File: config.mk
export PLATFORM = sky130hd
export DESIGN_NAME = imm_decode_stage
export DESIGN_NICKNAME = d
export VERILOG_FILES = /design/src/rtl/imm_decode_stage.sv
export SDC_FILE = /design/constraint.sdc
export NUM_CORES = 1
export LEC_CHECK = 0
export BUFFER_PORTS_ARGS = -buffer_cell sky130_fd_sc_hd__clkbuf_2
export CAP_MARGIN = 20
export CORE_ASPECT_RATIO = 1.25
export CORE_MARGIN = 4
export CORE_UTILIZATION = 60
export CTS_CLUSTER_DIAMETER = 80
export DETAILED_ROUTE_END_ITERATION = 7
export PLACE_DENSITY = 0.86
export SLEW_MARGIN = 5
export SYNTH_ARGS = -nofsm -noshare
export SYNTH_HDL_FRONTEND = slang
export SYNTH_SLANG_ARGS = --single-unit
File: constraint.sdc
create_clock -name i_clk -period 3.34 [get_ports i_clk]
set_input_delay 0.334 -clock i_clk [delete_from_list [all_inputs] [get_ports i_clk]]
set_output_delay 0.334 -clock i_clk [all_outputs]
set_load 0.005 [all_outputs]
File: src/rtl/imm_decode_stage.sv
// imm_decode_stage: registered RISC-V immediate decoder behind a valid/ready stage
// with a 2-entry skid buffer (output entry + skid entry) and synchronous flush.
module imm_decode_stage #(
    parameter int XLEN  = 32,
    parameter int TAG_W = 32
) (
    input  logic             i_clk,
    input  logic             i_rst_n,
    input  logic             i_flush,
    input  logic             i_valid,
    output logic             o_ready,
    input  logic [31:0]      i_instr,
    input  logic [TAG_W-1:0] i_tag,
    output logic             o_valid,
    input  logic             i_ready,
    output logic [XLEN-1:0]  o_imm,
    output logic [2:0]       o_imm_type,
    output logic             o_illegal,
    output logic [31:0]      o_instr,
    output logic [TAG_W-1:0] o_tag
);
    localparam logic [2:0] T_NONE = 3'd0, T_I = 3'd1, T_S = 3'd2, T_B = 3'd3;
    localparam logic [2:0] T_U = 3'd4, T_J = 3'd5, T_Z = 3'd6, T_SH = 3'd7;
    localparam logic [6:0] OP_IMM = 7'b0010011, OP_IMM32 = 7'b0011011;

    typedef struct packed {
        logic [XLEN-1:0]  imm;
        logic [2:0]       typ;
        logic             ill;
        logic [31:0]      instr;
        logic [TAG_W-1:0] tag;
    } entry_t;

    entry_t          dec, out_q, out_d, skid_q, skid_d;
    logic            out_valid_q, out_valid_d, skid_valid_q, skid_valid_d;
    logic            in_xfer, is_shift;
    logic [2:0]      typ;
    logic            ill;
    logic [XLEN-1:0] imm;

    assign o_ready = !skid_valid_q;
    assign in_xfer = i_valid && o_ready;
    // funct3 001 and 101 are the shift encodings
    assign is_shift = i_instr[13:12] == 2'b01;

    always_comb begin
        typ = T_NONE;
        ill = 1'b0;
        case (i_instr[6:0])
            7'b0110111, 7'b0010111: typ = T_U;
            7'b1101111:             typ = T_J;
            7'b1100111, 7'b0000011: typ = T_I;
            7'b0100011:             typ = T_S;
            7'b1100011:             typ = T_B;
            OP_IMM:                 typ = is_shift ? T_SH : T_I;
            OP_IMM32: begin
                typ = (XLEN == 64) ? (is_shift ? T_SH : T_I) : T_NONE;
                ill = XLEN != 64;
            end
            7'b1110011:             typ = i_instr[14] ? T_Z : T_NONE;
            7'b0110011, 7'b0001111: typ = T_NONE;
            7'b0111011:             ill = XLEN != 64;
            default:                ill = 1'b1;
        endcase
        case (typ)
            T_I:     imm = XLEN'($signed(i_instr[31:20]));
            T_S:     imm = XLEN'($signed({i_instr[31:25], i_instr[11:7]}));
            T_B:     imm = XLEN'($signed({i_instr[31], i_instr[7], i_instr[30:25], i_instr[11:8], 1'b0}));
            T_U:     imm = XLEN'($signed({i_instr[31:12], 12'b0}));
            T_J:     imm = XLEN'($signed({i_instr[31], i_instr[19:12], i_instr[20], i_instr[30:21], 1'b0}));
            T_Z:     imm = XLEN'(i_instr[19:15]);
            T_SH:    imm = (XLEN == 64 && i_instr[6:0] == OP_IMM) ? XLEN'(i_instr[25:20]) : XLEN'(i_instr[24:20]);
            default: imm = '0;
        endcase
        dec = '{imm: imm, typ: typ, ill: ill, instr: i_instr, tag: i_tag};
    end

    always_comb begin
        out_d        = out_q;
        skid_d       = skid_q;
        out_valid_d  = out_valid_q;
        skid_valid_d = skid_valid_q;
        if (i_flush) begin
            out_valid_d  = 1'b0;
            skid_valid_d = 1'b0;
        end else if (!out_valid_q || i_ready) begin
            // skid is only ever full while the output is held, so it drains first
            out_valid_d  = skid_valid_q || in_xfer;
            out_d        = skid_valid_q ? skid_q : (in_xfer ? dec : out_q);
            skid_valid_d = 1'b0;
        end else if (in_xfer) begin
            skid_d       = dec;
            skid_valid_d = 1'b1;
        end
    end

    always_ff @(posedge i_clk or negedge i_rst_n) begin
        if (!i_rst_n) begin
            out_q        <= '0;
            skid_q       <= '0;
            out_valid_q  <= 1'b0;
            skid_valid_q <= 1'b0;
        end else begin
            out_q        <= out_d;
            skid_q       <= skid_d;
            out_valid_q  <= out_valid_d;
            skid_valid_q <= skid_valid_d;
        end
    end

    assign o_valid    = out_valid_q;
    assign o_imm      = out_q.imm;
    assign o_imm_type = out_q.typ;
    assign o_illegal  = out_q.ill;
    assign o_instr    = out_q.instr;
    assign o_tag      = out_q.tag;
endmodule

==> flow_summary.ini <==
[route]
dr.pass1.iters = 6
ant_nets = 0
drt_iter0_drc = 801
routed_wl_mm = 22.3
vias_per_cell = 5.74
drc = 0
vias = 7225
wl_per_cell_um = 17.8

[timing]
fin_crit_sh_pct = 74.6
hold_violations = 0
slew_headroom_pct = 41.9
setup_tns_ns = 0
period_needed_ns = 2.49
drv_slew = 0
setup_viol = 0
skew_ns = 0.00972
rsz0062_at_grt = no
worstMarginPinSlew_ns = 0.871
max_freq_mhz = 401

[grt]
grt_antenna_before_repair = 0
grt_pass1_wl_mm = 36.5
grt_max_degree = 110
met1_usage_pct = 36.4
grt.busiest_layer = met2
track_usage_pct = 27.2
grt.met2_usage_pct = 46.0
grt-ovfl-total = 0
first_global_vias = 7260
grt_use_met3_pct = 3.83

[run_status]
status = completed

[critical_path]
reg2reg_to = o_tag[14]
regToRegStartpoint = skid_valid_q
crit_required_ns = 3.67
crit_type = reg2reg
crit_start = skid_valid_q
crit_slowest_cell = dfrtp_4
path_cells = nor2_1 -> or3_4 -> buf_4 -> o21ai_0
r2r_slack_ns = 0.85
cp.arrival_ns = 2.83
rr_worst_depth = 4
endpoint_kind = register
cpPeakStageDelay_ns = 0.70
crit_fanout = 68
critPathLaunchType = register

[clock_network]
clk_pin_slew_ns = 0.07
clock_sinks = 202
cts-root-buf = clkbuf_16
clock_path_buffers = 3
cts_made_buffers = 21
clk_latency_ns = 0.48
cts_setup_buffers = 0
cts_tree = built
hold_buffers = 1
cts-resized-gates = 0
htree_levels = 1

[die]
rows = 49
core_area_mm2 = 0.0144
dieArea_mm2 = 0.0167
chipHeight_um = 143
start_util_pct = 61.0
die_w_um = 116
io_pins = 171

[yosys]
syn_avg_cell_area_um2 = 9.54
synth_top_family_by_area = simple AND/OR/NAND/NOR gates
ys.flop_type = dfrtp_1
synth.distinct_cells = 45
synth_cells = 921
synth_most_common_cell = nand2_1
synth_common_cells = 285 x nand2_1, 202 x dfrtp_1, 105 x o21ai_0
synth_fa_ha_area_share_pct = 0
yosysSeqAreaShare_pct = 57.5
syn_nets = 990
yosysTopAreaCellShare_pct = 57.5
synthSimpleGateAreaFrac_pct = 19.5
syn-cell-area_mm2 = 0.00879
yosysTopAreaCell = dfrtp_1
ys_ff_latch = 202
ys_warn_count = 0
synthMuxAreaShare_pct = 7.40
synth.area.top_cells = dfrtp_1 58%, nand2_1 12%, mux2i_1 7.4%
async_flop_share_pct = 100
synth_edf_count = 0
synthXorXnorAreaFrac_pct = 0
synth-compound-area-share_pct = 12.2

[cells_and_area]
diodes = 0
drive_gt1_share_pct = 21.9
final_cells = 1258
nets = 1135
syn2layout_area_growth_pct = 19.9

[placement]
portBuffers = 170
place_congestion = 0.842
dp_cells = 1220
dp_hpwl_mm = 14.5

[min_path]
hold_start = i_tag[25]
hp-class = in2reg
holdPathEnd = skid_q[25]
hold_depth = 3

[run]
cap_violations = 0

[power]
powerDensity_mw_per_mm2 = 626
p_leak_uw = 0.00514
ir_drop_v = 0.000562
[area by class of cell]
type / count / area [um2]
sequential: 202 / 5060
multi-input combinational: 652 / 3460
timing repair buffer: 185 / 1000
clock inverter: 9 / 176
fill: 1008 / 3870
tap: 178 / 223
inverter: 4 / 15.0
clock buffer: 28 / 612
[cells in the final DEF (no fill, tap or decap), types with 2 or more instances in the layout]
cell       synthesis  layout
nor2_1            34      34
inv_1              4       4
nor3b_1            2       2
and4b_1            2       2
a22o_1             6       6
o32a_1             3       3
buf_12             0       2
nand3_1            8       7
nor3_1             3       2
and2_1             2       2
nor2b_1            3       3
dfrtp_1          202     201
nand2_1          285     285
o21ai_0          105     105
nand2b_1           6       6
clkinv_2           0       2
mux2i_1           65      65
and3_1            14      13
nor3_4             2       2
bufinv_16          0       5
or3_1             22      21
nor4b_2            2       2
nor2_2             2       2
clkbuf_8           0       7
buf_4              0      12
a21oi_1           63      63
clkbuf_2           2     169
clkbuf_16          0      21
a221o_1            5       5
[cells by family after synthesis]
logic type	Yosys count
simple gates	393
flops	202
compound gates	194
buf+inv	67
mux	65
[report_power, final]
| group | internal [uW] | switching, uW | total, uW |
|---|---|---|---|
| clock network | 1670 | 941 | 2610 |
| logic | 370 | 503 | 873 |
| registers | 2870 | 241 | 3110 |
| total | 4910 | 1680 | 6600 |
[worst max-delay path, delay by kind of cell (launching register included)]
| kind | cells | cell delay (ns) |
|---|---|---|
| and+or+nand+nor | 2 | 0.96 |
| buffers and inverters | 1 | 0.50 |
| AOI/OAI and AO/OA | 1 | 0.18 |
| DFF | 1 | 0.70 |
[per-stage QoR]
stage / hold WS, ns / utilization, % / cell area, um2 / power, uW / worst slack, ns
final: 0.0601 / 73.2 / 10500 / 6600 / 0.847
after global routing: 0.0640 / 73.2 / 10500 / 6910 / 0.643
after CTS: 0.0508 / 73.2 / 10500 / 6630 / 0.860
after detailed placement: 0.462 / 67.6 / 9740 / 4010 / 0.863
after global placement: 0.455 / 67.6 / 9740 / 3950 / 0.952
after floorplan: 0.0384 / - / 8790 / 3550 / 1.62
[layer usage]
layer / wire, um / vias up
li1: - / 3392
met1: 9020 / 3494
met2: 11200 / 284
met3: 1350 / 55
met4: 714 / 0
met5: 0 / -
[flip-flops by register name (all words and copies together) (netlist names)]
name          count
skid_valid_q      1
o_imm_type        3
o_instr          32
o_imm            32
o_illegal         1
skid_q          100
o_valid           1
o_tag            32
[worst max-delay path by stage]
stage                     end  slack, ns  cells after the start
floorplan           o_imm[12]       1.62                      7
global placement    o_tag[25]       0.95                      4
detailed placement  o_tag[25]       0.86                      4
CTS                 o_tag[14]       0.86                      4
global route        o_tag[28]       0.64                      4
finish              o_tag[14]       0.85                      4
Note: power is estimated with default switching activity, not from simulation.
